### src/rtl/nibble_serial_adder.sv
// -----------------------------------------------------------------------------
// nibble_serial_adder
//
// Wide-operand adder built around one 4-bit carry-lookahead slice. Operands of
// W = 4*NIBBLES bits are processed one nibble per clock, least significant
// nibble first. The slice carry-out is registered and fed into the next
// nibble. The finished sum is presented on a valid/ready result port.
//
// Optional feature macro: NSA_SUB_EN
//   defined   : sub=1 at accept computes a - b (b inverted, carry-in forced 1)
//   undefined : sub is ignored, the block only adds
//   The port list is the same in both builds.
//
// Parameters:
//   NIBBLES      operand width in nibbles (2..16), W = 4*NIBBLES
//
// Ports:
//   clk          rising-edge clock
//   rst          synchronous active-high reset, overrides everything
//   start_valid  request carries valid operands
//   start_ready  block can accept a request (IDLE only)
//   a, b         W-bit operands, sampled on accept
//   cin          carry into nibble 0, sampled on accept
//   sub          subtract request, sampled on accept (NSA_SUB_EN only)
//   busy         high while nibbles are being processed (RUN)
//   res_valid    result available (DONE)
//   res_ready    consumer takes the result
//   sum          W-bit result word
//   cout         carry out of the top nibble
//   overflow     signed two's-complement overflow
//
// Handshake: a transfer happens on a rising edge where valid && ready are both
// high. valid, once raised by the producer, is expected to stay high with
// stable payload until the transfer. start_ready, busy and res_valid are
// decoded straight from the state register, so no input reaches them
// combinationally.
// -----------------------------------------------------------------------------
module nibble_serial_adder #(
    parameter int NIBBLES = 4
) (
    input  logic                 clk,
    input  logic                 rst,
    input  logic                 start_valid,
    output logic                 start_ready,
    input  logic [4*NIBBLES-1:0] a,
    input  logic [4*NIBBLES-1:0] b,
    input  logic                 cin,
    input  logic                 sub,
    output logic                 busy,
    output logic                 res_valid,
    input  logic                 res_ready,
    output logic [4*NIBBLES-1:0] sum,
    output logic                 cout,
    output logic                 overflow
);

    localparam int W  = 4 * NIBBLES;
    localparam int IW = $clog2(NIBBLES);

    localparam logic [IW-1:0] LAST_IDX = IW'(NIBBLES - 1);
    localparam logic [W-1:0]  NIB_MASK = {{(W-4){1'b0}}, 4'hF};

    typedef enum logic [1:0] {
        S_IDLE = 2'd0,
        S_RUN  = 2'd1,
        S_DONE = 2'd2
    } state_t;

    state_t          state_q, state_d;
    logic [IW-1:0]   idx_q, idx_d;
    logic            carry_q, carry_d;
    logic [W-1:0]    a_q, a_d;
    logic [W-1:0]    b_q, b_d;
    logic [W-1:0]    sum_q, sum_d;
    logic            cout_q, cout_d;
    logic            ovf_q, ovf_d;

    // Operand B and carry-in as they are to be latched on accept.
    logic [W-1:0]    b_eff;
    logic            cin_eff;

`ifdef NSA_SUB_EN
    // a - b = a + ~b + 1; an incoming cin is overridden by the forced 1.
    assign b_eff   = sub ? ~b : b;
    assign cin_eff = sub | cin;
`else
    logic unused_sub;
    assign unused_sub = sub;
    assign b_eff      = b;
    assign cin_eff    = cin;
`endif

    // -------------------------------------------------------------------------
    // Nibble selection: shift the current nibble down to bit 0 instead of
    // using an indexed part-select, which keeps index widths independent of W.
    // -------------------------------------------------------------------------
    logic [W-1:0]    shamt;
    logic [W-1:0]    a_sh, b_sh;
    logic [3:0]      a_nib, b_nib;

    assign shamt = W'({idx_q, 2'b00});
    assign a_sh  = a_q >> shamt;
    assign b_sh  = b_q >> shamt;
    assign a_nib = a_sh[3:0];
    assign b_nib = b_sh[3:0];

    // -------------------------------------------------------------------------
    // 4-bit carry-lookahead slice. c[3] is the carry into the nibble's top bit;
    // on the last nibble that is the carry into bit W-1 used for overflow.
    // -------------------------------------------------------------------------
    logic [3:0]      g, p;
    logic [4:0]      c;
    logic [3:0]      s;

    assign g = a_nib & b_nib;
    assign p = a_nib ^ b_nib;

    assign c[0] = carry_q;
    assign c[1] = g[0] | (p[0] & c[0]);
    assign c[2] = g[1] | (p[1] & g[0]) | (p[1] & p[0] & c[0]);
    assign c[3] = g[2] | (p[2] & g[1]) | (p[2] & p[1] & g[0])
                | (p[2] & p[1] & p[0] & c[0]);
    assign c[4] = g[3] | (p[3] & g[2]) | (p[3] & p[2] & g[1])
                | (p[3] & p[2] & p[1] & g[0])
                | (p[3] & p[2] & p[1] & p[0] & c[0]);
    assign s    = p ^ c[3:0];

    // -------------------------------------------------------------------------
    // State register
    // -------------------------------------------------------------------------
    always_ff @(posedge clk) begin
        if (rst) begin
            state_q <= S_IDLE;
            idx_q   <= '0;
            carry_q <= 1'b0;
            a_q     <= '0;
            b_q     <= '0;
            sum_q   <= '0;
            cout_q  <= 1'b0;
            ovf_q   <= 1'b0;
        end else begin
            state_q <= state_d;
            idx_q   <= idx_d;
            carry_q <= carry_d;
            a_q     <= a_d;
            b_q     <= b_d;
            sum_q   <= sum_d;
            cout_q  <= cout_d;
            ovf_q   <= ovf_d;
        end
    end

    // -------------------------------------------------------------------------
    // Next-state logic
    // -------------------------------------------------------------------------
    always_comb begin
        state_d = state_q;
        idx_d   = idx_q;
        carry_d = carry_q;
        a_d     = a_q;
        b_d     = b_q;
        sum_d   = sum_q;
        cout_d  = cout_q;
        ovf_d   = ovf_q;

        case (state_q)
            S_IDLE: begin
                // start_ready is 1 throughout IDLE, so start_valid alone
                // decides the accept here. cout/overflow keep the previous
                // result until the new one is written.
                if (start_valid) begin
                    a_d     = a;
                    b_d     = b_eff;
                    carry_d = cin_eff;
                    idx_d   = '0;
                    sum_d   = '0;
                    state_d = S_RUN;
                end
            end

            S_RUN: begin
                sum_d   = (sum_q & ~(NIB_MASK << shamt)) | (W'(s) << shamt);
                carry_d = c[4];
                if (idx_q == LAST_IDX) begin
                    cout_d  = c[4];
                    ovf_d   = c[4] ^ c[3];
                    state_d = S_DONE;
                end else begin
                    idx_d = idx_q + 1'b1;
                end
            end

            S_DONE: begin
                // New requests wait for IDLE, so an accept can happen no
                // earlier than the cycle after the result handoff.
                if (res_ready) begin
                    state_d = S_IDLE;
                end
            end

            default: begin
                state_d = S_IDLE;
            end
        endcase
    end

    assign start_ready = (state_q == S_IDLE);
    assign busy        = (state_q == S_RUN);
    assign res_valid   = (state_q == S_DONE);
    assign sum         = sum_q;
    assign cout        = cout_q;
    assign overflow    = ovf_q;

endmodule

### config.mk
export PLATFORM = sky130hd
export DESIGN_NAME = nibble_serial_adder
export DESIGN_NICKNAME = d
export VERILOG_FILES = /design/src/rtl/nibble_serial_adder.sv
export SDC_FILE = /design/constraint.sdc
export NUM_CORES = 1
export LEC_CHECK = 0
export ABC_AREA = 0
export BUFFER_PORTS_ARGS = -buffer_cell sky130_fd_sc_hd__clkbuf_2
export CORE_AREA = 8 8 99 92
export CTS_CLUSTER_DIAMETER = 200
export CTS_CLUSTER_SIZE = 25
export DETAILED_ROUTE_END_ITERATION = 6
export DIE_AREA = 0 0 107 100
export PLACE_DENSITY = 0.63
export SLEW_MARGIN = 10
export SYNTH_ARGS = -nofsm -noshare
export SYNTH_HDL_FRONTEND = slang
export SYNTH_SLANG_ARGS = --single-unit
### constraint.sdc
create_clock -name clk -period 3.2 [get_ports clk]
set_clock_uncertainty 0.05 [all_clocks]
set_input_delay 0.64 -clock clk [delete_from_list [all_inputs] [get_ports clk]]
set_output_delay 0.64 -clock clk [all_outputs]
set_load 0.01 [all_outputs]
## Yosys cells after proc, flatten, opt, wreduce, memory -nomap -nowiden

Index checks and enable logic that the tools add are counted.

| word-level totals | value |
|---|---|
| register bits after elaboration | 55 |

| cells by class | value |
|---|---|
| add/sub/neg operators | 1 |
| equality and inequality tests | 7 |
| shifts and indexed selects | 4 |
| muxes and demuxes | 11 |
| bitwise operators | 33 |
| reduce and logical (&&, ||, !) cells | 7 |

Operators by type and width:

| operator | number |
|---|---|
| $pmux 16 s2 | 1 |
| $shr 16x4->4 | 2 |
| $and 1x1->1 | 16 |
| $and 16x16->16 | 1 |
| $mux 16 | 1 |
| $not 16->16 | 1 |
| $or 16x16->16 | 1 |
| $shl 4x4->16 | 1 |
| $shl 4x4->16 const A | 1 |
| $mux 2 | 5 |
| $or 1x1->1 | 10 |
| $xor 4x4->4 | 2 |
| $pmux 2 s3 | 1 |
| $reduce_and 2->1 | 3 |
| $reduce_and 3->1 | 2 |
| $and 4x4->4 | 1 |
| $eq 2x2->1 const B | 2 |
| $ne 2x1->1 const B | 2 |
| $ne 2x2->1 const B | 2 |
| $pmux 2 s2 | 1 |
| $add 2x1->2 const B | 1 |
| $eq 2x1->1 const B | 1 |
| $logic_not 2->1 | 1 |
| $pmux 1 s2 | 1 |
| other kinds (3) | 3 |

## Depth between registers and ports, before layout

Gate-level depths: netlist (run 1).

| logic depth | value |
|---|---|
| depth after elaboration | 10 |
| gate-level depth with buffers | 7 |

## Worst setup path after synthesis (run 1)

Ideal clock, no wire load.

| path | value |
|---|---|
| kind | register to register |
| start point | register idx_q[0] |
| end point | register sum_q[7], in the netlist sum[7] |
| arrival time | 2.257 ns |
| data required time | 3.019 ns |
| slack | 0.762 ns |
| cell stages (with the launch flop) | 8 |
| buffers on the path | 1 |
| cell sequence | dfxtp_1 > buf_2 > mux4_2 > ha_1 > a41oi_1 > o21ai_2 > xnor2_1 > o31ai_1 |

| on the way | value |
|---|---|
| longest elaborated chain between the ends | 10 |

RTL lines:

| what | line | text |
|---|---|---|
| start, declared | 70 | `logic [IW-1:0] idx_q, idx_d;` |
| start signal, assigned | 143 | `idx_q <= idx_d;` |
| $shr 16x4->4, on equally long branches | 102, 103 |  |
| $xor 4x4->4 or $and 4x4->4 (tied branches) | 116, 115 |  |
| $and 1x1->1, on equally long branches | 121, 122 |  |
| $or 1x1->1 (tied with other cells) | 121 | `assign c[3] = g[2] \| (p[2] & g[1]) \| (p[2] & p[1] & g[0])` |
| $or 1x1->1 or $and 1x1->1 (tied branches) | 121, 122 |  |
| $or 1x1->1 | 122 | `\| (p[2] & p[1] & p[0] & c[0]);` |
| $xor 4x4->4 | 126 | `assign s = p ^ c[3:0];` |
| $shl 4x4->16 | 182 | `sum_d = (sum_q & ~(NIB_MASK << shamt)) \| (W'(s) << shamt);` |
| $or 16x16->16 (*) | 182 |  |
| $pmux 16 s2 (*) | 166 | `case (state_q)` |
| end signal, assigned | 147 | `sum_q <= sum_d;` |
| end, declared | 74 | `logic [W-1:0] sum_q, sum_d;` |

Every way passes the cells marked *; elsewhere a longest branch is shown, timed or not.
A chain may end at the register's enable or synchronous reset.

## Final worst setup path (run 1)

Ends and elaborated chain as after synthesis.

==> summary.md, run 1 <==
| Metric | Value |
|---|---|
| Max Fclk | `around 380 MHz` |
| Leak | `1.224 nW` |
| Ports | `59` |
| Mapped Avg Cell Area | `8.932 um^2` |
| Number of global-route vias before repair | `around 2100` |
| Synth Area in Compound Gates | `0.1650` |
| First-pass GRT wire length | `10180 um` |
| Port bufs | `57` |
| Routed len/inst | `14.09 um` |
| CTS clock-pin slew for the worst setup and hold paths | `~0.10 ns` |
| Post-Synth XOR/XNOR Area | `0.006979` |
| Clock Path Buffers | `2` |
| Setup crit end kind | `register` |
| Layout Nets | `379` |
| Warnings from Yosys | `0` |
| Mapped Nets | `~330` |
| Fin area | `2942 um^2` |
| Crit path DAT | `2.78 ns` |
| RSZ-0062 raised after global routing | `false` |
| Most frequent cells in the layout | `nand2_1 (71), clkbuf_2 (57), dfxtp_1 (55)` |
| Post-synth EDFFs | `0` |
| Synth Area in Adders | `0.04786` |
| Largest family of logic cells by synthesized area | `simple AND/OR/NAND/NOR gates` |
| Final wirelength | `roughly 6000 um` |
| H-tree depth | `2` |
| Area delta synth->final | `17.20%` |
| Final non-filler cell total | `about 430` |
| Unique masters post-synth | `36` |
| Die H | `roughly 100 um` |
| Crit path time final | `2.636 ns` |
| Sw Pwr | `0.0003820 W` |
| Sequential power share | `0.541` |
| Clk pwr share | `0.308` |
| Final ANT Viol Nets | `0` |
| GRT overflow | `0` |
| Worst hold slack | `approximately 0.4 ns` |
| Post-CTS Setup Inserts | `0` |
| Worst Setup Path Type | `reg -> reg` |
| Post-Synth Simple-Gate Area | `0.2154` |
| Int Power | `roughly 0.001 W` |
| Placed cell count | `421` |
| Final period utilization | `0.8236` |
| Worst-Skew Late Latency | `0.31 ns` |
| CTS root buffer | `clkbuf_8` |
| Vias | `2098` |
| Final Max Slew Viols | `0` |
| Multiplexer share of the synthesized area | `0.07577` |
| Inserted Diodes | `0` |
| Critical Path Source Type | `register` |
| Comb power frac | `0.151` |
| Crit path max fanout | `9` |
| # DRC | `0` |
| Die Wd | `107 um` |
| Seq cells post-synth | `55` |
| Worst-Margin Slew | `between 0.5 and 0.6 ns` |
| Setup_tns | `0 ns` |
| DRT iter0 DRCs | `about 110` |
| Main synth FF type | `dfxtp_1` |
| Overall Global Routing Usage | `0.1156` |
| Commonest non-fill, non-tap cell in the layout | `nand2_1` |
| Vias per cell | `between 4 and 5` |
| Final Hold Fails | `0` |
| Drt first pass iters | `4` |
| Max-capacitance violation count | `0` |
| Die area | `10700 um^2` |
| CTS tree | `yes` |
| Slew headroom | `0.6075` |
| Initial antenna violation count | `0` |
| Cts repair resizes | `0` |
| Share of cells above drive strength 1 | `0.2523` |
| Setup Viol. Count Final | `0` |
| Switching share of power | `0.2794` |
| Core area | `7395 um^2` |
| Clock Sinks | `55` |
| Dpl hpwl | `approximately 4600 um` |
| Hold Buf Count CTS | `0` |
| Post-Syn Area | `2510 um^2` |
| Critical path data required time | `3.34 ns` |
| Largest net degree at the start of global routing | `38` |
| Seq/Total Area, Yosys | `0.4387` |
| Dpl cell area | `2841 um^2` |
| Worst Hold Class | `reg -> reg` |
| Pwr Density | `464.8 nW/um^2` |
| CTS Buf Count | `5` |
| Async S/R FF share, synth | `0` |
| Initial Util | `0.3394` |
| Outcome | `completed` |
| Post-Syn Instances | `281` |
| RePlAce Congestion | `0.7904` |
| VDD IR max | `0.1797 mV` |
| Row count | `30` |
==> final timing paths <==
path             to  cells past startpoint      from  slack (ns)
min          b_q[9]                      2    b_q[9]        0.41
max          sum[7]                      6  idx_q[0]        0.56
min reg2reg  b_q[9]                      2    b_q[9]        0.41
max reg2reg  sum[7]                      6  idx_q[0]        0.56
==> synth_stat cells (4+ instances only) <==
cell	number	area [um^2]
a21o_1	5	37.54
nand3b_1	7	52.55
nand2_1	71	266.5
nand3_1	6	30.03
buf_2	5	25.02
a22oi_1	9	67.56
nor2_1	14	52.55
o31ai_1	5	37.54
nand2b_1	4	25.02
a21oi_1	38	190.2
nor3_1	8	40.04
ha_1	8	100.1
clkbuf_1	6	22.52
dfxtp_1	55	1101
mux4_2	8	180.2
buf_4	4	30.03
==> through the flow <==
stage	utilization	setup WS (ns)	total power, W
final	0.3978	0.5644	0.001367
after global routing	0.3978	0.3274	0.001445
after CTS	0.3978	0.5481	0.001381
after detailed placement	0.3843	0.5730	0.0009638
after global placement	0.3843	0.5662	0.0009582
after floorplan	-	0.7623	0.0009025
==> power by group through the flow <==
stage | combinational [W] | clock [W] | sequential, W
floorplan | 0.000156 | 0 | 0.000747
global placement | 0.000203 | 0 | 0.000755
detailed placement | 0.000207 | 0 | 0.000756
CTS | 0.000209 | 0.000432 | 0.000741
global route | 0.000232 | 0.000467 | 0.000746
finish | 0.000207 | 0.000421 | 0.000739
==> logic make-up (layout without fill, tap and decap cells) <==
family | count (synthesis) | count (layout)
and+or+nand+nor | 118 | 118
buffers and inverters | 22 | 74
xor gates and xnor gates | 2 | 2
AOI/OAI and AO/OA | 66 | 66
DFF | 55 | 55
muxes | 9 | 9
adders and majority gates | 9 | 9
==> cell type report <==
class | count | area (um^2)
clock buffer | 6 | 82.58
clock inverter | 2 | 17.52
fill | 785 | 4453
inverter | 4 | 15.01
multi-input combinational | 204 | 1282
sequential | 55 | 1101
tap | 96 | 120.1
timing repair buffer | 62 | 322.8
==> critical path: stages, from the launching register on <==
cell and delay (ns):
dfxtp_1 0.62, mux4_2 0.58, ha_1 0.36, a41oi_1 0.28, o21ai_2 0.15, xnor2_1 0.35
o31ai_1 0.12
==> layer usage <==
metal	global-route usage	routed length, um
met1	0.1498	2873
met2	0.1835	2789
met3	0.03331	357
met4	0.02919	25
met5	0	0
==> sequential cells by signal (all words and copies together), names as in the netlist <==
signal and count:
state_q 2, b_q 16, idx_q 2, cout 1
carry_q 1, a_q 16, overflow 1, sum 16
(Power assumes the default switching activity.)
==> run 2, diff against run 1 <==
clock period = 2.5 ns   (was 3.2 ns; I/O delays follow)
==> summary.md, run 2 (same netlist as run 1, synthesis figures left out) <==
| Metric | Value |
|---|---|
| Initial antenna violation count | `0` |
| Die area | `approximately 11000 um^2` |
| Worst-Skew Late Latency | `~0.31 ns` |
| Max-capacitance violation count | `0` |
| Critical path origin | `idx_q[0]` |
| Critical Path Source Type | `register` |
| Setup crit end kind | `register` |
| CTS tree | `yes` |
| HP Start | `b[14]` |
| Port bufs | `57` |
| Comb power frac | `0.161` |
| Sw Pwr | `0.0004957 W` |
| Area delta synth->final | `19.49%` |
| Inserted Diodes | `0` |
| Met2 Use GR | `0.1863` |
| Commonest non-fill, non-tap cell in the layout | `nand2_1` |
| Number of global-route vias before repair | `2147` |
| Routing usage on met1 | `0.1419` |
| Final ANT Viol Nets | `0` |
| Vias | `~2100` |
| Vias per cell | `4.931` |
| DRT iter0 DRCs | `around 100` |
| # DRC | `0` |
| Initial Util | `0.3394` |
| Worst Hold Class | `in -> reg` |
| Worst Setup Path Type | `reg -> reg` |
| CTS Buf Count | `5` |
| First-pass GRT wire length | `10090 um` |
| CTS root buffer | `clkbuf_8` |
| Max Fclk | `between 400 and 500 MHz` |
| Ports | `59` |
| H-tree depth | `2` |
| Outcome | `completed` |
| Final wirelength | `about 6000 um` |
| Fin worst setup slack | `0.1375 ns` |
| Final Hold Fails | `0` |
| Leak | `1.250 nW` |
| Overall Global Routing Usage | `0.1143` |
| GRT overflow | `0` |
| Setup_tns | `0 ns` |
| Setup Viol. Count Final | `0` |
| CTS clock-pin slew for the worst setup and hold paths | `roughly 0.11 ns` |
| Crit path DAT | `~2.5 ns` |
| Die Wd | `around 110 um` |
| Dpl hpwl | `4529 um` |
| Most frequent cells in the layout | `nand2_1 (71), clkbuf_2 (57), dfxtp_1 (53)` |
| Die H | `approximately 100 um` |
| Int Power | `approximately 0.0013 W` |
| Row count | `30` |
| Share of cells above drive strength 1 | `0.2700` |
| Clock Path Buffers | `2` |
| Pwr Density | `590.4 nW/um^2` |
| Core area | `7395 um^2` |
| Worst hold slack | `0.3439 ns` |
| Critical path data required time | `about 2.7 ns` |
| Drt first pass iters | `4` |
| Clock Sinks | `55` |
| RSZ-0062 raised after global routing | `false` |
| Hold Buf Count CTS | `0` |
| Reg-to-reg startpoint | `idx_q[0]` |
| VDD IR max | `0.2853 mV` |
| Global route hottest layer | `met2` |
| Crit path time final | `between 2 and 2.5 ns` |
| RePlAce Congestion | `0.7965` |
| Final Max Slew Viols | `0` |
| Clk pwr share | `0.306` |
| Setup Slack @ Placement | `0.04426 ns` |
| Final period utilization | `0.9450` |
| Slew headroom | `0.6108` |
| Met3 global-route usage | `0.03652` |
| Crit path max fanout | `8` |
| Sequential power share | `0.532` |
| Routed len/inst | `13.91 um` |
| Switching share of power | `0.2800` |
| Worst-Margin Slew | `0.5838 ns` |
| Largest net degree at the start of global routing | `47` |
| Layout Nets | `383` |
==> run 2: changes by cell type in the layout (fill, tap and decap cells not counted), sizes merged <==
cell,previous run,this run
clkinv,0,1
buf,5,9
inv,6,5
==> run 2: stage by stage <==
stage / std cells / area, um^2 / utilization / power [W]
finish: 433 / 2999 / 0.4056 / 0.001771
global route: 433 / 2999 / 0.4056 / 0.001859
CTS: 433 / 2988 / 0.4041 / 0.001790
detailed placement: 425 / 2884 / 0.3900 / 0.001248
global placement: 425 / 2884 / 0.3900 / 0.001242
floorplan: 281 / 2510 / - / 0.001155
==> run 2: power by group through the flow <==
| stage | clock network, W | registers, W | logic, W |
|---|---|---|---|
| CTS | 0.000559 | 0.000944 | 0.000287 |
| finish | 0.000542 | 0.000943 | 0.000285 |
| detailed placement | 0 | 0.000964 | 0.000284 |
| global route | 0.000591 | 0.000949 | 0.000319 |
| global placement | 0 | 0.000963 | 0.000279 |
| floorplan | 0 | 0.000956 | 0.000199 |
==> run 2: final cells by class <==
type / instances / area [um^2]
fill: 777 / 4395
multi-input combinational: 204 / 1290
sequential: 55 / 1106
timing repair buffer: 66 / 365.4
tap: 96 / 120.1
clock buffer: 6 / 82.58
clock inverter: 2 / 20.02
inverter: 4 / 15.01
==> run 2: final timing paths <==
| kind | to | slack [ns] | depth (start not counted) |
|---|---|---|---|
| max | sum[7] | 0.14 | 8 |
| min | b_q[14] | 0.34 | 3 |
| max reg2reg | sum[7] | 0.14 | 8 |
| min reg2reg | b_q[0] | 0.41 | 2 |
==> run 2: timing repair <==
item,4_1_cts,5_1_grt
setup endpoints to repair,2,4
gates cloned,0,0
resized for setup,1,3
setup buffers,0,0
pin swaps,0,0
==> run 2: routing by layer <==
layer,vias to the layer above,share of wire
li1,1089,-
met1,990,0.47
met2,51,0.46
met3,5,0.058
met4,0,0.0081
met5,-,0
==> run 2: critical path, cell delays in order (launching register included) <==
cell     delay, ns
dfxtp_2       0.37
buf_12        0.13
mux4_2        0.51
ha_1          0.37
a41oi_2       0.22
o21ai_2       0.12
xnor2_1       0.14
buf_4         0.15
o31ai_1       0.21
